**src/rtl/mem_port_arbiter_if.sv**
```systemverilog
// ============================================================================
// Module   : mem_port_arbiter_if
// Purpose  : Requester handshake and RAM-side bus of the three-port arbiter.
// Revision : 1.0
// ============================================================================
`default_nettype none

interface mem_port_arbiter_if #(
  parameter int ADDR_W = 16,
  parameter int DATA_W = 16
);
  logic [2:0]          req;
  logic [2:0]          we;
  logic [3*ADDR_W-1:0] addr;
  logic [3*DATA_W-1:0] wdata;
  logic [2:0]          gnt;
  logic [2:0]          rvalid;
  logic [DATA_W-1:0]   rdata;
  logic                busy;
  logic [ADDR_W-1:0]   mem_addr;
  logic [DATA_W-1:0]   mem_wdata;
  logic                mem_we;
  logic [DATA_W-1:0]   mem_rdata;

  // Arbiter side
  modport slave (
    input  req, we, addr, wdata, mem_rdata,
    output gnt, rvalid, rdata, busy, mem_addr, mem_wdata, mem_we
  );

  // Requesters plus RAM side
  modport master (
    output req, we, addr, wdata, mem_rdata,
    input  gnt, rvalid, rdata, busy, mem_addr, mem_wdata, mem_we
  );
endinterface

`default_nettype wire

```
**src/rtl/mem_port_arbiter.sv**
```systemverilog
// ============================================================================
// Module   : mem_port_arbiter
// Purpose  : Serialises three requesters onto one single-port synchronous RAM.
//            Optional macro ARB_ROUND_ROBIN_EN selects round-robin arbitration
//            (default: fixed priority port0 > port1 > port2).
// Revision : 1.0
// ============================================================================
`default_nettype none

module mem_port_arbiter #(
  parameter int ADDR_W       = 16,
  parameter int DATA_W       = 16,
  parameter int READ_LATENCY = 1
) (
  input  wire logic          clock,
  input  wire logic          resetn,
  mem_port_arbiter_if.slave  bus
);

  typedef enum logic [1:0] {
    S_IDLE   = 2'd0,
    S_ACCESS = 2'd1,
    S_WAIT   = 2'd2
  } state_t;

  state_t              state_q, state_d;
  logic [1:0]          owner_q, owner_d;
  logic                we_q, we_d;
  logic [ADDR_W-1:0]   mem_addr_q, mem_addr_d;
  logic [DATA_W-1:0]   mem_wdata_q, mem_wdata_d;
  logic [2:0]          lat_cnt_q, lat_cnt_d;
  logic [DATA_W-1:0]   rdata_q, rdata_d;
  logic [2:0]          rvalid_q, rvalid_d;
  logic [2:0]          gnt_w;
  logic                mem_we_w;
  logic [1:0]          winner_w;
  logic                found_w;

`ifdef ARB_ROUND_ROBIN_EN
  logic [1:0] rr_ptr_q, rr_ptr_d;

  // Search starts one past the last winner.
  always_comb begin
    found_w  = 1'b0;
    winner_w = 2'd0;
    for (int k = 1; k <= 3; k++) begin
      if (!found_w && bus.req[(int'(rr_ptr_q) + k) % 3]) begin
        found_w  = 1'b1;
        winner_w = 2'((int'(rr_ptr_q) + k) % 3);
      end
    end
  end

  always_comb begin
    rr_ptr_d = rr_ptr_q;
    if (state_q == S_IDLE && found_w) begin
      rr_ptr_d = winner_w;
    end
  end

  always_ff @(posedge clock) begin
    if (!resetn) begin
      rr_ptr_q <= 2'd2;
    end else begin
      rr_ptr_q <= rr_ptr_d;
    end
  end
`else
  always_comb begin
    found_w  = |bus.req;
    winner_w = 2'd0;
    if (bus.req[0]) begin
      winner_w = 2'd0;
    end else if (bus.req[1]) begin
      winner_w = 2'd1;
    end else if (bus.req[2]) begin
      winner_w = 2'd2;
    end
  end
`endif

  always_comb begin
    state_d     = state_q;
    owner_d     = owner_q;
    we_d        = we_q;
    mem_addr_d  = mem_addr_q;
    mem_wdata_d = mem_wdata_q;
    lat_cnt_d   = lat_cnt_q;
    rdata_d     = rdata_q;
    rvalid_d    = 3'b000;
    gnt_w       = 3'b000;
    mem_we_w    = 1'b0;
    case (state_q)
      S_IDLE: begin
        if (found_w) begin
          owner_d = winner_w;
          state_d = S_ACCESS;
          for (int p = 0; p < 3; p++) begin
            if (winner_w == 2'(p)) begin
              gnt_w[p]    = 1'b1;
              we_d        = bus.we[p];
              mem_addr_d  = bus.addr[p*ADDR_W +: ADDR_W];
              mem_wdata_d = bus.wdata[p*DATA_W +: DATA_W];
            end
          end
        end
      end
      S_ACCESS: begin
        mem_we_w = we_q;
        if (we_q) begin
          state_d = S_IDLE;
        end else begin
          lat_cnt_d = 3'(READ_LATENCY - 1);
          state_d   = S_WAIT;
        end
      end
      S_WAIT: begin
        if (lat_cnt_q == 3'd0) begin
          rdata_d           = bus.mem_rdata;
          rvalid_d[owner_q] = 1'b1;
          state_d           = S_IDLE;
        end else begin
          lat_cnt_d = lat_cnt_q - 3'd1;
        end
      end
      default: state_d = S_IDLE;
    endcase
  end

  always_ff @(posedge clock) begin
    if (!resetn) begin
      state_q     <= S_IDLE;
      owner_q     <= 2'd0;
      we_q        <= 1'b0;
      mem_addr_q  <= '0;
      mem_wdata_q <= '0;
      lat_cnt_q   <= 3'd0;
      rdata_q     <= '0;
      rvalid_q    <= 3'b000;
    end else begin
      state_q     <= state_d;
      owner_q     <= owner_d;
      we_q        <= we_d;
      mem_addr_q  <= mem_addr_d;
      mem_wdata_q <= mem_wdata_d;
      lat_cnt_q   <= lat_cnt_d;
      rdata_q     <= rdata_d;
      rvalid_q    <= rvalid_d;
    end
  end

  // Grant and write strobe are combinational, so gate them off during reset.
  assign bus.gnt       = resetn ? gnt_w : 3'b000;
  assign bus.mem_we    = resetn & mem_we_w;
  assign bus.rvalid    = rvalid_q;
  assign bus.rdata     = rdata_q;
  assign bus.busy      = (state_q != S_IDLE);
  assign bus.mem_addr  = mem_addr_q;
  assign bus.mem_wdata = mem_wdata_q;

endmodule

`default_nettype wire
```
**src/flat_wrapper.sv**
```systemverilog
// flat-port wrapper written by rule: the top's interface ports become plain ports
module mem_port_arbiter_flat 
#(
  parameter int ADDR_W       = 16,
  parameter int DATA_W       = 16,
  parameter int READ_LATENCY = 1
)
  (clock, resetn, bus_req, bus_we, bus_addr, bus_wdata, bus_mem_rdata, bus_gnt, bus_rvalid, bus_rdata, bus_busy, bus_mem_addr, bus_mem_wdata, bus_mem_we);
  mem_port_arbiter_if #(.ADDR_W(ADDR_W), .DATA_W(DATA_W)) bus_i ();
  input  wire logic clock;
  input  wire logic resetn;
  input wire logic [$bits(bus_i.req)-1:0] bus_req;
  input wire logic [$bits(bus_i.we)-1:0] bus_we;
  input wire logic [$bits(bus_i.addr)-1:0] bus_addr;
  input wire logic [$bits(bus_i.wdata)-1:0] bus_wdata;
  input wire logic [$bits(bus_i.mem_rdata)-1:0] bus_mem_rdata;
  output wire logic [$bits(bus_i.gnt)-1:0] bus_gnt;
  output wire logic [$bits(bus_i.rvalid)-1:0] bus_rvalid;
  output wire logic [$bits(bus_i.rdata)-1:0] bus_rdata;
  output wire logic [$bits(bus_i.busy)-1:0] bus_busy;
  output wire logic [$bits(bus_i.mem_addr)-1:0] bus_mem_addr;
  output wire logic [$bits(bus_i.mem_wdata)-1:0] bus_mem_wdata;
  output wire logic [$bits(bus_i.mem_we)-1:0] bus_mem_we;
  assign bus_i.req = bus_req;
  assign bus_i.we = bus_we;
  assign bus_i.addr = bus_addr;
  assign bus_i.wdata = bus_wdata;
  assign bus_i.mem_rdata = bus_mem_rdata;
  assign bus_gnt = bus_i.gnt;
  assign bus_rvalid = bus_i.rvalid;
  assign bus_rdata = bus_i.rdata;
  assign bus_busy = bus_i.busy;
  assign bus_mem_addr = bus_i.mem_addr;
  assign bus_mem_wdata = bus_i.mem_wdata;
  assign bus_mem_we = bus_i.mem_we;
  mem_port_arbiter #(.ADDR_W(ADDR_W), .DATA_W(DATA_W), .READ_LATENCY(READ_LATENCY)) u_core (.clock(clock), .resetn(resetn), .bus(bus_i));
endmodule
```
**config.mk**
```make
export PLATFORM = sky130hd
export DESIGN_NAME = mem_port_arbiter_flat
export DESIGN_NICKNAME = d
export VERILOG_FILES = /design/src/rtl/mem_port_arbiter_if.sv /design/src/rtl/mem_port_arbiter.sv /design/src/flat_wrapper.sv
export SDC_FILE = /design/constraint.sdc
export NUM_CORES = 1
export LEC_CHECK = 0
export BUFFER_PORTS_ARGS = -buffer_cell sky130_fd_sc_hd__buf_2
export CORE_UTILIZATION = 42
export CTS_BUF_LIST = sky130_fd_sc_hd__clkbuf_4 sky130_fd_sc_hd__clkbuf_8
export CTS_CLUSTER_SIZE = 10
export DETAILED_ROUTE_END_ITERATION = 16
export PLACE_DENSITY_LB_ADDON = 0.12
export SLEW_MARGIN = 20
export SYNTH_ARGS = -nofsm -noshare
export SYNTH_HDL_FRONTEND = slang
export SYNTH_SLANG_ARGS = --single-unit
```
**constraint.sdc**
```tcl
create_clock -name clock -period 4.15 [get_ports clock]
set_clock_uncertainty 0.1 [all_clocks]
set_input_delay 0.2075 -clock clock [delete_from_list [all_inputs] [get_ports clock]]
set_output_delay 0.2075 -clock clock [all_outputs]
set_load 0.05 [all_outputs]
```
=== Word level (Yosys, flattened, before mapping) ===
Cells that the tools add are included.

* Add/sub/neg operators: 1
* $lt $le $gt $ge: 2
* Equal/unequal tests: 8
* Mux-type cells: 28
* Bitwise operators: 1
* Reductions and logical operators: 14

{| class="wikitable"
|+ Operator list
! kind !! number
|-
| $mux W16 || 6
|-
| $mux W3 || 5
|-
| $mux W2 || 6
|-
| $reduce_and A3 Y1 || 3
|-
| $mux W1 || 8
|-
| $pmux W2 S3 || 1
|-
| $pmux W3 S2 || 1
|-
| $reduce_and A2 Y1 || 3
|-
| $eq A2 B1 Y1 const B || 2
|-
| $eq A2 B2 Y1 const B || 2
|-
| $logic_not A2 Y1 || 2
|-
| $ne A2 B1 Y1 const B || 2
|-
| $ne A2 B2 Y1 const B || 2
|-
| $reduce_bool A2 Y1 || 2
|-
| $logic_not A3 Y1 || 1
|-
| $lt A2 B3 Y1 const B || 1
|-
| $reduce_bool A3 Y1 || 1
|-
| $reduce_or A3 Y1 || 1
|-
| $sub A3 B1 Y3 const B || 1
|-
| $demux W1 S2 || 1
|-
| $ge A2 B1 Y1 const B || 1
|-
| $and A1 B1 Y1 || 1
|-
| $logic_and A1 B1 Y1 || 1
|}

* Flip-flop bits (word level): 59
* Bits of input ports: 120
* Output and inout bits: 56
* Word-level logic and storage cells: 62

=== Longest topological paths before layout ===
* Depth in word-level cells: 8
* Mapped depth: 7
* Gate-level depth less buffers: 6

=== Least setup slack after synthesis ===
OpenSTA, ideal clock, no wires.

* Path type: register to output
* Start: register u_core.state_q[0]
* End: output port bus_gnt[2]
* Arrival: 1.325 ns
* Required time: 3.843 ns
* Slack: 2.517 ns
* Cell stages (with the launch flop): 5
* Path buffers: 0
* Cells stage by stage: dfxtp_1 inv_1 ha_1 nor2b_1 and4b_1

* Cells in the longest elaborated chain, start to end: 3

{| class="wikitable"
|+ Ends and longest elaborated chain
! what !! RTL line !! text
|-
| start: declaration || mem_port_arbiter.sv:26 || <nowiki>state_t state_q, state_d;</nowiki>
|-
| start signal: assignment || mem_port_arbiter.sv:141 || <nowiki>state_q <= state_d;</nowiki>
|-
| $logic_not A2 Y1 || mem_port_arbiter.sv:93 || <nowiki>case (state_q)</nowiki>
|-
| $mux W3 || mem_port_arbiter.sv:93 ||
|-
| $mux W3 || mem_port_arbiter.sv:153 || <nowiki>assign bus.gnt = resetn ? gnt_w : 3'b000;</nowiki>
|-
| end: declaration || flat_wrapper.sv:17 || <nowiki>output wire logic [$bits(bus_i.gnt)-1:0] bus_gnt;</nowiki>
|}

No other way between the ends.

=== Worst setup path after layout ===
Same ends and word-level chain as after synthesis.

==> summary.txt <==
WP data arrival -> 1770 ps
Critical Path Stages -> 5
GP Congestion -> 0.801
first-pass GRT wire length -> 13500 um
via/cell ratio -> 5.04
Crit. End Element -> primary output
post-CTS setup buffers -> 0
RSZ-0062 raised after global routing -> no
reg2reg setup slack -> 2210 ps
Tightest Pin Transition -> 750 ps
clock slew at reported path FFs -> 70 ps
Vias -> 3270
Gate Count Post-Synth -> 391
vias in the first global route -> 2937
Slew Viols, Final -> 0
clk root buf -> clkbuf_8
count of state elements after synthesis -> 59
Reg-to-Reg Start -> u_core.lat_cnt_q[0]
Yosys top cell area share -> 39.2%
largest net degree at the start of global routing -> 68
die height -> 86.7 um
Max clock buf depth -> 2
Final Hold Fails -> 0
max incr delay on CP -> 320 ps
post-synthesis sequential area ratio -> 39.2%
Crit path buffers/inverters -> 2
initial core utilization -> 43.9%
Async SR Flop Fraction -> 0%
slowest CP cell -> dfxtp_1
final net count -> 674
GR Overflow Total -> 0
setup TNS -> 0 ps
Die Area -> 7520 um^2
Slew Limit Headroom -> 50.0%
pwr/cell area -> 402 nW/um^2
# rows -> 30
drt wl/cell -> 12.9 um
EDFF count, synth -> 0
ANT nets after route -> 0
layout cells sized above 1 -> 35.3%
H-Tree Depth -> 3
final setup violation count -> 0
Worst path top cell family by delay -> simple AND/OR/NAND/NOR gates
Synth Warn # -> 0
Reg-to-Reg End -> u_core.bus.rvalid[2]
IR Drop Worst-Case VDD -> 0.000195 V
Worst setup endpoint -> bus_gnt[2]
post-route cell area -> 4090 um^2
Synth area leader -> dfxtp_1
CP cell instances -> inv_1, ha_1, nor2b_1, and4b_1, buf_2
Static Leakage -> 1.96 nW
Yosys cell types -> 29
CP Max Fanout -> 8
Mapped Nets -> 516
Top FF cell, synth -> dfxtp_1
I/O Pins -> 176
initial antenna violation count -> 0
CTS tree -> yes
Critical Path RT -> 3840 ps
die width -> 86.7 um
fmax -> 0.481 GHz
max_cap viols -> 0
# DRC -> 0
# diodes -> 0
Syn-to-layout area delta -> 35.6%
Post-DP HPWL -> 5730 um
CP Class -> reg -> out
cell area after synthesis -> 3020 um^2
Area contributors post-synth -> dfxtp_1 39%, nand2_1 13%, a21o_1 8.2%
dpl cell area -> 3840 um^2
R2R depth -> 6
fin crit share -> 50.1%
Clock Latency Late Sink -> 320 ps
number of port buffers -> 175
Worst Setup SP -> u_core.state_q[0]
Core Region -> 6870 um^2
Pre-antenna DRT Iters -> 4
sinks on the clock net -> 59
min Tclk post-route -> 2080 ps
Total Routed Length -> 8370 um
Global Route Usage Sum -> 22.9%
syn_area_per_cell -> 7.71 um^2
initial DRC count -> 117
hold path start -> bus_mem_rdata[13]
crit start category -> flip-flop
Hold Path Class -> in -> reg
hold depth -> 3
outcome -> completed
number of CTS-inserted buffers -> 9
flip-flops by register name, indices dropped and copies added (netlist names):
| register | count |
|---|---|
| u_core.lat_cnt_q | 3 |
| u_core.owner_q | 2 |
| u_core.state_q | 2 |
| u_core.bus.mem_addr | 16 |
| u_core.bus.rvalid | 3 |
| u_core.bus.mem_wdata | 16 |
| u_core.we_q | 1 |
| u_core.bus.rdata | 16 |
power breakdown:
group          switching (mW)  internal [mW]
clock network           0.210          0.294
logic                   0.342          0.147
registers              0.0270          0.622
total                   0.579           1.06
layer usage:
| metal | part of all wire, % | track usage [%] | up-vias | routed length (um) |
|---|---|---|---|---|
| li1 | - | - | 1672 | - |
| met1 | 45 | 27.2 | 1478 | 3730 |
| met3 | 6.3 | 5.05 | 6 | 528 |
| met4 | 0.97 | 9.70 | 0 | 81 |
| met2 | 48 | 39.7 | 114 | 4030 |
| met5 | 0 | 0 | - | 0 |
logic make-up (layout without fill, tap and decap cells):
group,after synthesis,after routing,synth area share [%]
compound gates,132,132,26.9
fa+ha+maj,5,5,2.07
buf+inv,42,204,7.01
flops,59,59,39.2
simple gates,153,153,24.9
layout by cell type (no fill, tap or decap), types with 2 or more instances in the layout:
master | netlist | routed
a21o_1 | 33 | 33
a21oi_1 | 22 | 22
a31oi_1 | 33 | 33
and3_1 | 3 | 3
buf_2 | 10 | 175
buf_4 | 1 | 2
clkbuf_8 | 0 | 14
dfxtp_1 | 59 | 59
dlygate4sd3_1 | 0 | 5
ha_1 | 5 | 5
inv_1 | 7 | 7
nand2_1 | 102 | 102
nand3b_1 | 33 | 33
nor2_1 | 2 | 2
nor2b_1 | 2 | 2
nor3b_1 | 2 | 2
o21ai_0 | 40 | 40
or3_1 | 3 | 3
worst register-to-register path, stage by stage, from the launching register on:
cell	delay, ps
dfxtp_1	310
inv_1	60
ha_1	140
ha_1	200
and2_1	610
nand2_1	200
nor3b_1	240
how the worst min path moves through the flow:
stage / end / slack, ps
2_1_floorplan: u_core.bus.rdata[4] / 240
3_3_place_gp: u_core.bus.rdata[7] / 340
3_5_place_dp: u_core.bus.rdata[5] / 350
4_1_cts: u_core.bus.rdata[4] / 0.7
5_1_grt: u_core.bus.rdata[11] / 4
6_report: u_core.bus.rdata[13] / 10
cell type report:
| cell class | count | area [um^2] |
|---|---|---|
| sequential | 59 | 1180 |
| timing repair buffer | 182 | 941 |
| clock inverter | 1 | 5.00 |
| clock buffer | 14 | 193 |
| fill | 691 | 2780 |
| multi-input combinational | 290 | 1620 |
| inverter | 7 | 26.3 |
| tap | 96 | 120 |
stage by stage:
step	util, %	hold slack, ps	setup slack, ps	power (mW)	cells
finish	59.5	14.2	2070	1.64	649
global route	59.5	3.72	1980	1.73	649
CTS	59.5	0.654	2080	1.66	649
detailed placement	55.9	346	2030	1.15	629
global placement	55.9	339	2100	1.14	629
floorplan	-	244	2520	1.02	391
synthesized netlist by cell type (2+ instances only):
master and instances:
nand2_1 102, dfxtp_1 59, o21ai_0 40, a21o_1 33, a31oi_1 33, nand3b_1 33
a21oi_1 22, clkbuf_1 18, buf_2 10, inv_1 7, buf_6 5, ha_1 5
and3_1 3, or3_1 3, nor2_1 2, nor2b_1 2, nor3b_1 2
timing repair:
action,4_1_cts,5_1_grt
endpoints found under the setup margin,0,0
endpoints found under the hold margin,5,0
hold buffers,5,0
gates resized for setup,0,0
No activity file was read; power rests on OpenSTA's default activity.
